==> src/rtl/rv32i_types.sv <==
// Shared RV32I core sizing constants used by the rename stage.
package rv32i_types;

  localparam int NUM_PREGS = 64;
  localparam int NUM_AREGS = 32;
  localparam int PR_WIDTH  = $clog2(NUM_PREGS);

endpackage

==> src/rtl/free_list.sv <==
// Physical-register free list for renaming: a circular buffer with a speculative
// head, a committed retire_head for mispredict recovery, and a tail fed by ROB commit.
module free_list #(
  parameter  int NUM_PREGS = rv32i_types::NUM_PREGS,
  parameter  int NUM_AREGS = rv32i_types::NUM_AREGS,
  localparam int PR_WIDTH  = $clog2(NUM_PREGS),
  localparam int DEPTH     = NUM_PREGS - NUM_AREGS,
  localparam int PTR_W     = $clog2(DEPTH) + 1
) (
  input  logic                clk,
  input  logic                rst,
  input  logic                free_deq,
  output logic [PR_WIDTH-1:0] free_rd,
  output logic                free_empty,
  input  logic                enq_valid,
  input  logic [PR_WIDTH-1:0] enq_preg,
  input  logic                commit_alloc,
  input  logic                flush,
  output logic [PTR_W-1:0]    free_count,
  output logic                overflow_err
);

  localparam int IDX_W = PTR_W - 1;

  logic [PR_WIDTH-1:0] mem [DEPTH];
  logic [PTR_W-1:0]    head, tail, retire_head, retire_nxt;
  logic                full, deq_fire, enq_req, enq_fire, enq_drop, commit_fire;

  always_comb begin
    free_count  = tail - head;
    free_empty  = (free_count == '0);
    full        = (free_count == PTR_W'(DEPTH));
    deq_fire    = free_deq && !free_empty && !flush;
    enq_req     = enq_valid && (enq_preg != '0);
    // A full list can still accept a return when a dequeue frees the slot this cycle.
    enq_fire    = enq_req && (!full || deq_fire);
    enq_drop    = enq_req && full && !deq_fire;
    // retire_head may only catch up to head, including a head moving this cycle.
    commit_fire = commit_alloc && ((retire_head != head) || deq_fire);
    retire_nxt  = commit_fire ? retire_head + PTR_W'(1) : retire_head;
    free_rd     = free_empty ? '0 : mem[head[IDX_W-1:0]];
  end

  always_ff @(posedge clk) begin
    if (rst) begin
      for (int unsigned i = 0; i < DEPTH; i++) begin
        mem[IDX_W'(i)] <= PR_WIDTH'(NUM_AREGS + i);
      end
      head         <= '0;
      retire_head  <= '0;
      tail         <= PTR_W'(DEPTH);
      overflow_err <= 1'b0;
    end else begin
      retire_head <= retire_nxt;
      if (flush) begin
        head <= retire_nxt;
      end else if (deq_fire) begin
        head <= head + PTR_W'(1);
      end
      if (enq_fire) begin
        mem[tail[IDX_W-1:0]] <= enq_preg;
        tail                 <= tail + PTR_W'(1);
      end
      if (enq_drop) begin
        overflow_err <= 1'b1;
      end
    end
  end

endmodule

==> config.mk <==
export PLATFORM = sky130hd
export DESIGN_NAME = free_list
export DESIGN_NICKNAME = d
export VERILOG_FILES = /design/src/rtl/rv32i_types.sv /design/src/rtl/free_list.sv
export SDC_FILE = /design/constraint.sdc
export NUM_CORES = 1
export LEC_CHECK = 0
export CAP_MARGIN = 10
export CORE_ASPECT_RATIO = 1.2
export CORE_MARGIN = 4
export CORE_UTILIZATION = 60
export CTS_BUF_LIST = sky130_fd_sc_hd__clkbuf_8 sky130_fd_sc_hd__clkbuf_16
export DETAILED_ROUTE_END_ITERATION = 16
export PLACE_DENSITY_LB_ADDON = 0.3
export SETUP_SLACK_MARGIN = 0.5
export SLEW_MARGIN = 15
export SYNTH_ARGS = -nofsm -noshare
export SYNTH_HDL_FRONTEND = slang
export SYNTH_SLANG_ARGS = --single-unit
==> constraint.sdc <==
create_clock -name clk -period 3.8 [get_ports clk]
set_clock_uncertainty 0.2 [all_clocks]
set_input_delay 0.76 -clock clk [delete_from_list [all_inputs] [get_ports clk]]
set_output_delay 0.76 -clock clk [all_outputs]
set_load 0.005 [all_outputs]
**After elaboration in Yosys (flattened, before gate mapping)**

Memories as Yosys holds them, arrays and structs flattened. A register that Yosys moved wholly into a read port is not among the register bits.
Cells that the tools add are included.

- Register bits: 19
- Bits in latches: 0
- Bits in writable memories: 192
- ROM bits: 0
- Input port bits: 12
- Word-level logic and storage cells: 42
- Memories kept: 1

- Add/subtract/negate cells: 4
- Multipliers: 0
- Div/mod/pow operators: 0
- Magnitude comparators: 0
- Equal/unequal tests: 2
- Shifts and indexed selects: 0
- Mux-type cells: 14
- Bitwise gates (word level): 0
- Reduce and logical (&&, ||, !) cells: 17

Memory list:

| memory | depth | width | read ports | clocked after memory_dff | write ports | RTL line | RTL |
|---|---|---|---|---|---|---|---|
| mem | 32 | 6 | 1 | 1 | 32 | free_list.sv:25 | `logic [PR_WIDTH-1:0] mem [DEPTH];` |

Operators with widths:

| cell | count |
|---|---|
| two-way mux 6 bit | 5 |
| adder 6 x 1 -> 6 bit, second input constant | 3 |
| two-way mux 5 bit | 3 |
| logical AND 1 bit | 7 |
| == test 6 bit, second input constant | 1 |
| zero test 6 bit | 1 |
| two-way mux 1 bit | 6 |
| != test 6 bit | 1 |
| nonzero test 6 bit | 1 |
| OR reduction 6 bit | 1 |
| subtractor 6 bit | 1 |
| zero test 1 bit | 4 |
| logical OR 1 bit | 2 |
| nonzero test 2 bit | 1 |

**Logic depth before layout (Yosys ltp)**

- Depth in word-level cells: 12
- Gate-level depth with buffers: 13
- Depth with buffers taken out: 11

**Least setup slack after synthesis**

OpenSTA, ideal clock, no wires.

- Path type: flip-flop to output port
- From: reg tail[0]
- To: out free_rd[0]
- Data arrival time: 2386 ps
- Data required time: 2840 ps
- Slack: 454 ps
- Cell stages (with the launch flop): 12
- Path buffers: 2
- Path through: dfxtp_1 > inv_1 > ha_1 > fa_1 > nand2b_1 > a21oi_1 > xnor2_1 > inv_1 > nor4b_4 > buf_6 > buf_4 > nor2_1

- Cells in the longest elaborated chain, start to end: 3

RTL lines:

| item | RTL line | RTL |
|---|---|---|
| from (decl) | free_list.sv:26 | `logic [PTR_W-1:0] head, tail, retire_head, retire_nxt;` |
| from (signal assigned) | free_list.sv:51 | `tail <= PTR_W'(DEPTH);` |
| from (signal assigned) | free_list.sv:62 | `tail <= tail + PTR_W'(1);` |
| subtractor 6 bit | free_list.sv:30 | `free_count = tail - head;` |
| via free_count[4] | free_list.sv:19 | `output logic [PTR_W-1:0] free_count,` |
| zero test 6 bit | free_list.sv:31 | `free_empty = (free_count == '0);` |
| via free_empty | free_list.sv:14 | `output logic free_empty,` |
| two-way mux 6 bit | free_list.sv:41 | `free_rd = free_empty ? '0 : mem[head[IDX_W-1:0]];` |
| to (decl) | free_list.sv:13 | `output logic [PR_WIDTH-1:0] free_rd,` |

The timed path passes the listed nets, and every way through them passes these cells.

**Worst setup path in the final report**

- From: reg tail[0]
- To: out free_empty

- Cells in the longest elaborated chain, start to end: 2

RTL lines:

| item | RTL line |
|---|---|
| subtractor 6 bit | free_list.sv:30 |
| zero test 6 bit | free_list.sv:31 |
| to (decl) | free_list.sv:14 |

Every way passes these cells.

==> summary.md <==
| Metric | Value |
|---|---|
| Die width | 130 um |
| Startpoint type of the worst setup path | flip-flop |
| Starting DRT DRC Count | roughly 870 |
| Cell mode on critical path | buf_6 |
| Critical path origin | tail[0] |
| Number of global-route vias before repair | 7,190 |
| Post-synth EDFFs | 192 |
| Initial DRT Pass Iterations | 5 |
| Core area | 17,500 um2 |
| Final Util | about four fifths |
| Slowest cell delay on critical path | 0.35 ns |
| Clock Path Buffers | 3 |
| Area leader, netlist | edfxtp_1 |
| Post-Syn Nets | ~810 |
| Reg clk slew, reported paths | 0.06 ns |
| Final hold viol count | 0 |
| Max Clk Rate | ~0.26 GHz |
| Req. time, crit path | 2.84 ns |
| Headroom to the max-slew limit | 45.5% |
| Critical path arrival | about 2.9 ns |
| RSZ-0062 raised after global routing | true |
| Top post-synthesis cells by area | edfxtp_1, mux4_2, dfxtp_1, nand2b_1, and3_1 |
| Final setup viols | 7 |
| Routability cong. | a little under 0.9 |
| Yosys reg bits | 216 |
| Worst Tran Pin Value | 0.817 ns |
| Total GRT Usage | between 20 and 30% |
| DP Wirelength | between 15 and 20 mm |
| R2R Path Start | tail[0] |
| Share of the synthesized area in the top cell type | 54.0% |
| Antenna Cells | 0 |
| Post-synthesis cell area | 10,700 um2 |
| Pleak | around 4.7 nW |
| Largest net degree at the start of global routing | a little under 50 |
| DRT Wirelength | 31.5 mm |
| DP Cell Count | 996 |
| Pre-CTS setup slack | approximately 0.13 ns |
| Clk sinks | 216 |
| IO buf count | 25 |
| CTS tree | built |
| Crit path kind | reg2out |
| CP endpoint | free_empty |
| Area grow syn2layout | 31.3% |
| Row Count | between 50 and 60 |
| Slowest cell on crit path | dfxtp_2 |
| Initial antenna violation count | 1 |
| Via density | around 6.7 |
| Hold Path Class | reg2reg |
| Top Family by Delay on Critical Path | buffers and inverters |
| Wire per inst | 27.9 um |
| Later-pin clock latency in the skew report | 0.50 ns |
| Top-Level Pins | 26 |
| Die Y | 154 um |
| Worst-path maximum fanout | 5 |
| Critical R2R Capture | mem[22][0] |
| Sequential share of the synthesized area | between 50 and 60% |
| Final Net Count | 918 |
| Post-CTS Hold Fix Bufs | 0 |
| Post-Layout Inst Area | roughly 14,000 um2 |
| Peak VDD IR | 280 uV |
| First-pass GRT wire length | 41.6 mm |
| Buf/Inv on CP | 7 |
| Violated checks | negative setup slack |
| Die ar. | roughly 20,000 um2 |
| # DRC | 0 |
| Starting Density | a little over 60% |
| Post-Layout Cell Count | between 1,000 and 1,500 |
| PD cells | 437 nW/um2 |
| Post-DP Area | 11,200 um2 |
| Yosys cell types | just over 60 |
| Post-route ant nets | 0 |
| Syn avg cell area | between 10 and 15 um2 |
| Total grt overflow | 0 |
| Tcrit/Tclk final | 103% |
| CTS Buf Count | 21 |
| Status | complete, but fails checks |
| Main synth FF type | edfxtp_1 |
| Final Slew Violations | 0 |
| Crit. End Element | output port |
| DR vias | 7,566 |
| Period minus WS final | 3.90 ns |
| WP depth | 13 |
| Mapped Cells | 783 |
| Ys async rst share | 0% |
| Max-cap violations | 0 |
| FF-to-FF path depth | 16 |
| Layout cells sized above 1 | a little under half |
| H-tree depth | 1 |
| CTS Root Cell | clkbuf_16 |
| Setup ws final | -0.104 ns |
| Crit-path cells | inv_4, ha_4, fa_2, buf_6, xnor2_4, nor4_4, mux2_4, nor4b_4, buf_4, buf_6, buf_12, buf_6, buf_6 |
| R2R Setup Slk | between 0.1 and 0.15 ns |
| Yosys warns | 0 |
## worst register-to-register path: cells and delay by family, from the launching register on
kind | cells | cell delay, ns
buf+inv | 7 | 0.78
flops | 1 | 0.35
simple gates | 4 | 1.09
fa+ha+maj | 2 | 0.49
xor+xnor | 1 | 0.14
compound gates | 1 | 0.18
mux | 1 | 0.20
## layer usage
metal  vias to the layer above  part of all wire (%)  GRT usage (%)
met2                       470                    52           45.9
li1                       3140                     -              -
met3                       106                   8.4           4.17
met5                         -                 0.041              0
met4                         2                   4.6           9.90
met1                      3848                    35           36.5
## kinds of logic after synthesis
logic type	after synthesis	synth area share [%]
AOI/OAI and AO/OA	49	3.36
buffers and inverters	76	3.09
adders and majority gates	12	1.48
and+or+nand+nor	344	19.3
DFF	216	58.5
muxes	66	12.6
xor gates and xnor gates	20	1.71
## cells in the mapped netlist, types with 5 or more instances
cell	n
nor2_1	38
a21o_1	5
mux4_2	54
or3_1	18
or2_1	25
ha_1	11
a21oi_1	10
or2_2	27
and2_1	27
nand3_1	14
clkbuf_1	42
and3_1	52
nand2b_1	56
edfxtp_1	192
dfxtp_1	24
buf_2	10
xor2_1	8
inv_1	12
nand4_1	5
nand3b_1	7
mux2i_1	10
a211oi_1	17
xnor2_1	11
nor3_1	10
nand2_1	31
nor2b_1	10
## worst min path at each step
stage	depth (start not counted)	startpoint	end	slack (ns)
4_1_cts	2	overflow_err	overflow_err	0.29
3_5_place_dp	2	overflow_err	overflow_err	0.27
6_report	2	overflow_err	overflow_err	0.32
2_1_floorplan	2	overflow_err	overflow_err	0.26
5_1_grt	2	overflow_err	overflow_err	0.36
3_3_place_gp	2	overflow_err	overflow_err	0.29
## layout by cell type, fill, tap and decap left out, types with 10 or more instances in the layout
| cell type | instances |
|---|---|
| clkdlybuf4s50_1 | 14 |
| inv_1 | 10 |
| buf_12 | 13 |
| buf_6 | 56 |
| and2_1 | 14 |
| nand3_1 | 12 |
| and3_1 | 15 |
| and3_4 | 37 |
| buf_4 | 49 |
| clkbuf_16 | 24 |
| nand2_1 | 17 |
| nand2b_1 | 33 |
| or2_1 | 17 |
| or2_4 | 33 |
| mux4_2 | 54 |
| or3_1 | 11 |
| and2_4 | 15 |
| nand2b_4 | 23 |
| edfxtp_1 | 192 |
| a211oi_1 | 12 |
| dfxtp_1 | 15 |
| nor2_1 | 28 |
## where the power goes
part | switching [W] | internal (W) | total (W)
clock | 0.000916 | 0.00128 | 0.00219
sequential | 0.0000599 | 0.00264 | 0.00270
combinational | 0.000604 | 0.000630 | 0.00123
total | 0.00158 | 0.00454 | 0.00612
## per-stage QoR
step           hold WS, ns  TNS [ns]  total power, W
2_1_floorplan        0.260         0         0.00329
4_1_cts              0.295    -0.541         0.00586
3_3_place_gp         0.286         0         0.00356
3_5_place_dp         0.274         0         0.00360
6_report             0.316    -0.598         0.00612
5_1_grt              0.363     -1.47         0.00629
## area by class of cell
cell class,count,area [um2]
multi-input cells,493,5110
inverters,13,51.3
fillers,858,3490
well taps,220,275
clock buffers,21,526
repair buffers,149,1620
clock inverters,16,174
flip-flops and latches,216,6270
## registers in the layout (all words and copies together), names as in the netlist, named ones only
signal,cells
mem,192
overflow_err,1
head,6
retire_head,6
tail,6
## what timing repair did
item | 4_1_cts | 5_1_grt
buffers inserted | 47 | 42
resized for setup | 174 | 175
cloned | 3 | 3
endpoints found under the setup margin | 232 | 382
pin swaps | 30 | 49
Power figures use the tool's default switching activity.
==> variant 1 (same settings) <==
Register the output `free_count`; this adds one clock of latency there. The other outputs are not delayed to match.
--- a/src/rtl/free_list.sv
+++ b/src/rtl/free_list.sv
@@ -24,2 +24,4 @@
 
+  logic [PTR_W-1:0] free_count_d;
+
   logic [PR_WIDTH-1:0] mem [DEPTH];
@@ -29,5 +31,5 @@
   always_comb begin
-    free_count  = tail - head;
-    free_empty  = (free_count == '0);
-    full        = (free_count == PTR_W'(DEPTH));
+    free_count_d = tail - head;
+    free_empty  = (free_count_d == '0);
+    full        = (free_count_d == PTR_W'(DEPTH));
     deq_fire    = free_deq && !free_empty && !flush;
@@ -69,2 +71,6 @@
 
+  always_ff @(posedge clk) begin
+    free_count <= free_count_d;
+  end
+
 endmodule
Function: changed (Yosys sat finds a counterexample within 4 cycles, from zero or initial values and one cycle with rst high).
==> variant 1 against the original RTL <==
  * Routed wire length is 5.9% lower
  * Power hardly changed
  * Highest routed layer is now met4
  * Worst setup slack better by 0.15 ns
  * Final area is 8.4% lower
  * Sequential cell count is 6 higher
  * First-iteration DRC count is 17% higher
  * Critical endpoint is now free_rd[1]
  * Synthesized area is 3.9% lower
==> variant 1: results (changes against the original RTL) <==
stage,metric,value,unit,change
routing,Initial DRC Count,1013,,+17%
yosys,Post-synth top flop,edfxtp_1,,
cts,CTS Root Cell,clkbuf_16,,
global_routing,GRT Util Overall,28.86,%,+1.5 points
global_routing,vias in the first global route,7252,,+0.86%
final_layout,n_diodes,0,,unchanged
routing,wl on met1,9871,microns,-10%
global_routing,GR Util met1,37.54,%,+1.1 points
placed_design,port buffer count,25,,unchanged
power,Peak VDD IR,0.3728,mV,+33%
power,Leakage Power,3.952,nW,-16%
final_layout,max reg flops,192,,unchanged
final_layout,largest reg by FF count,mem,,
global_routing,GR Layer Usage met2,50.05,%,+4.2 points
routing,top layer reached by signal wires,met4,,
yosys,"Seq/Total Area, Yosys",62.06,%,+3.6 points
yosys,commonest cells in the netlist,"edfxtp_1 (192), nand2_1 (142), nor2_1 (127), mux4_2 (60), o21ai_0 (32)",,
cts,clock latency on the worst-skew pair,0.51,ns,
worst_setup_path,Arrival @ worst endpoint,2.80,ns,-0.14 ns
global_routing,largest net degree at the start of global routing,49,,unchanged
cts,H-tree levels,1,,unchanged
global_routing,GRT met3 Usage,4.903,%,+0.73 points
timing,slew margin rel.,31.48,%,-14 points
worst_setup_path,CP Max Fanout,5,,unchanged
routing,routed wl met3,3451,microns,+31%
placed_design,post-DP HPWL,18200,microns,+15%
yosys,syn_nets,801,,-0.74%
final_layout,nets@finish,896,,-2.4%
placed_design,Placed Instances,1041,,+4.5%
cts,Post-CTS Setup Bufs,12,,-74%
global_routing,global-route wire length before repair,41720,microns,+0.26%
worst_setup_path,CP max-delay cell,fa_2,,
worst_setup_path,max incr delay on CP,0.40,ns,+0.05 ns
floorplanning,Core Region,16850,sq um,-3.7%
yosys,Syn Inst Count,777,,-0.77%
routing,metal2 WL,14890,microns,-9.0%
yosys,Post-synth ARST share,0,%,unchanged
cts,clk slew on worst S/H paths,0.07,ns,
routing,vias per std cell,6.643,,-0.96%
power,NetSw,0.001589,W,+0.54%
final_layout,layout cells sized above 1,35.63,%,-11 points
cts,Longest Clk Path Bufs,3,,unchanged
global_routing,antenna violations before repair,0,,-1
hold_path,min-delay worst type,register to register,,
yosys,Netlist cell types,60,,-1.6%
cts,cts bufs inserted,21,,unchanged
outcome,status,"complete, no violations",,
placed_design,RePlAce Congestion,0.9136,,+5.4%
cts,PostCTS Resize Cnt,59,,-66%
final_layout,Layout Cells excl Fill,1100,,-2.5%
yosys,"EDFF count, synth",192,,unchanged
routing,WL final,29620,microns,-5.9%
hold_path,Worst Hold Launch,tail[5],,
worst_setup_path,Top delay family on crit path,buffers and inverters,,
routing,Pre-antenna DRT Iters,7,,+2
yosys,"top cells by area, synth","edfxtp_1 (56%), mux4_2 (13%), dfxtp_1 (5.9%)",,
## variant 1: final cells by class
cell class	count	area, sq um
Fill cell	887	4009
Tap cell	216	270.3
Multi-Input combinational cell	491	4237
Sequential cell	222	6376
Clock buffer	23	553.0
Timing Repair Buffer	123	1215
Clock inverter	12	142.6
Inverter	13	48.80
## variant 1: through the flow
step / setup WS [ns] / instance area (sq um) / total power, W
finish: 0.04225 / 12840 / 0.006122
global route: -0.08785 / 12840 / 0.006293
CTS: -0.01734 / 12100 / 0.005969
detailed placement: 0.1271 / 11170 / 0.003799
global placement: 0.2403 / 11170 / 0.003772
floorplan: 0.3303 / 10260 / 0.003382
## variant 1: power groups by stage
| stage | clock network (W) | registers (W) | logic (W) |
|---|---|---|---|
| 6_report | 0.00216 | 0.00279 | 0.00117 |
| 3_3_place_gp | 0 | 0.00283 | 0.000937 |
| 4_1_cts | 0.00215 | 0.00279 | 0.00103 |
| 2_1_floorplan | 0 | 0.00282 | 0.000564 |
| 5_1_grt | 0.00227 | 0.00280 | 0.00122 |
| 3_5_place_dp | 0 | 0.00284 | 0.000961 |
## variant 1: final timing paths
| path | slack (ns) | cells past startpoint | end |
|---|---|---|---|
| min | 0.35 | 2 | tail[5] |
| min reg2reg | 0.35 | 2 | tail[5] |
| max reg2reg | 0.30 | 16 | mem[22][0] |
| max | 0.04 | 12 | free_rd[1] |
## variant 1: kinds of logic (layout without fill, tap and decap cells)
family	count (synthesis)	after routing	synth area share (%)
AOI/OAI and AO/OA	69	69	4.550
xor gates and xnor gates	22	22	1.952
adders and majority gates	12	12	1.537
buffers and inverters	64	171	2.647
DFF	222	222	62.06
muxes	70	70	14.15
and+or+nand+nor	318	318	13.10
## variant 1: worst min-delay path: stages, from the launching register on
cell	delay, ns
dfxtp_1	0.33
nor2_1	0.10
mux2i_1	0.07
==> variant 2 (same flow settings) <==
Made on the original files. Set the package constant `NUM_AREGS` to 16 (it was 32).
--- a/src/rtl/rv32i_types.sv
+++ b/src/rtl/rv32i_types.sv
@@ -4,3 +4,3 @@
   localparam int NUM_PREGS = 64;
-  localparam int NUM_AREGS = 32;
+  localparam int NUM_AREGS = 16;
   localparam int PR_WIDTH  = $clog2(NUM_PREGS);
Interface: changed (resized free_count); port bits go from 26 to 27. No check against the original RTL was run, so the function may have changed too.
==> variant 2 against the original RTL <==
  * The flow still finishes with violations (negative setup slack)
  * Worst setup slack got worse by 0.39 ns
  * Synthesized area rose by 76%
  * Power rose by 79%
  * Routed wire length rose by 100%
  * Final area rose by 72%
  * Combinational power rose by 46%
  * Sequential cell count rose by 196
  * Utilization fell by 1.8 points
  * Critical path type unchanged
==> variant 2: results (changes against the original RTL) <==
stage,metric,value,unit,change
outcome,status,finished with violations,,
outcome,failing checks,negative setup slack,,
cts,clock latency on the worst-skew pair,0.56,ns,+0.06 ns
worst_setup_path,Top delay family on crit path,multiplexers,,
final_layout,Layout Cells excl Fill,1834,,+63%
routing,Pre-antenna DRT Iters,8,,+3
cts,cts bufs inserted,41,,+95%
worst_setup_path,CP max-delay cell,mux4_2,,
yosys,"EDFF count, synth",384,,+100%
placed_design,RePlAce Congestion,0.8927,,+3.0%
cts,H-tree levels,2,,+1
cts,clk slew on worst S/H paths,0.08,ns,+0.02 ns
routing,WL/cell,34.99,microns,+25%
yosys,syn_nets,1293,,+60%
final_layout,layout cells sized above 1,44.37,%,-2.4 points
global_routing,antenna violations before repair,0,,-1
routing,Initial DRC Count,2414,,+180%
yosys,"Seq/Total Area, Yosys",64.30,%,+5.8 points
power,Peak VDD IR,0.3218,mV,+15%
yosys,Netlist cell types,71,,+16%
placed_design,post-DP HPWL,34230,microns,+120%
timing,count of final setup violators,7,,unchanged
yosys,"top cells by area, synth","edfxtp_1 (61%), mux4_2 (15%), nand2_1 (3.5%)",,
timing,fin worst setup slack,-0.4909,ns,-0.3869 ns
timing,slew margin rel.,6.681,%,-39 points
worst_setup_path,Arrival @ worst endpoint,3.33,ns,+0.39 ns
routing,vias per std cell,7.221,,+7.7%
worst_setup_path,max incr delay on CP,0.54,ns,+0.19 ns
final_layout,max reg flops,384,,+100%
placed_design,port buffer count,26,,+4.0%
yosys,Post-Syn Area per Cell,14.80,sq um,+8.5%
variant 2: changes by cell type after synthesis, sizes merged, moves of 11 or more:
cell	unedited run	this run
a21o	5	25
nor2	38	169
o21bai	1	23
clkbuf	44	56
edfxtp	192	384
nand2b	56	2
mux4	54	126
buf	19	35
nand2	31	177
and3	52	33
or2	52	6
a211oi	17	6
variant 2: tightest hold or removal path: cells and delay by family (launching register included):
| family | cells | cell delay [ns] |
|---|---|---|
| compound gates | 2 | 0.18 |
| flops | 1 | 0.34 |
variant 2: power breakdown:
part           total, W  leakage (nW)  switching [W]  internal, W
Clock           0.00412         0.679        0.00183      0.00229
Sequential      0.00506          3.50      0.0000469      0.00502
Combinational   0.00179          3.30       0.000943     0.000848
variant 2: cell families (layout without fill, tap and decap cells):
| kind of cell | count (synthesis) | after routing | share of synthesized area (%) |
|---|---|---|---|
| compound gates | 95 | 95 | 4.005 |
| xor+xnor | 15 | 15 | 0.6986 |
| fa+ha+maj | 10 | 10 | 0.7053 |
| buf+inv | 106 | 269 | 2.482 |
| flops | 412 | 412 | 64.30 |
| mux | 137 | 137 | 15.72 |
| simple gates | 496 | 500 | 12.09 |
variant 2: final cells by class:
class | count | area share [%]
inverter | 15 | 0.2444
clock buffer | 47 | 4.607
timing repair buffer | 180 | 9.161
multi-input combinational | 757 | 32.76
sequential | 412 | 50.31
clock inverter | 27 | 0.8631
tap | 396 | 2.059
variant 2: what timing repair did:
item	CTS	global route
buffers inserted	58	22
setup endpoints to repair	572	634
pin swaps	38	71
gates resized for setup	226	260
cloned	11	3
variant 2: final timing paths:
check	from	end	slack [ns]	cells past startpoint
hold / removal	retire_head[5]	retire_head[5]	0.37	2
setup / recovery	register	free_rd[3]	-0.49	9
setup reg to reg	tail[0]	mem[17][0]	0.23	15
hold reg to reg	retire_head[5]	retire_head[5]	0.37	2
variant 2: layer usage:
| layer | share of wire, % | track usage, % | vias up | routed length (microns) |
|---|---|---|---|---|
| met5 | 0 | 0 | - | 0 |
| met1 | 30 | 42.35 | 6448 | 19520 |
| met4 | 8.5 | 19.10 | 0 | 5451 |
| met3 | 14 | 7.805 | 371 | 8763 |
| li1 | - | - | 5112 | - |
| met2 | 47 | 54.64 | 1313 | 30450 |
variant 2: per-stage QoR:
stage	setup WS, ns	hold WS (ns)	total power (W)	area, sq um	util, %
3_3_place_gp	-0.08971	0.3313	0.006442	20040	65.18
2_1_floorplan	0.4931	0.3004	0.005972	19110	-
3_5_place_dp	-0.09957	0.3431	0.006465	20040	65.18
5_1_grt	-0.5073	0.4260	0.01119	24060	78.28
6_report	-0.4909	0.3693	0.01098	24060	78.28
4_1_cts	-0.3838	0.3728	0.01063	22840	74.31
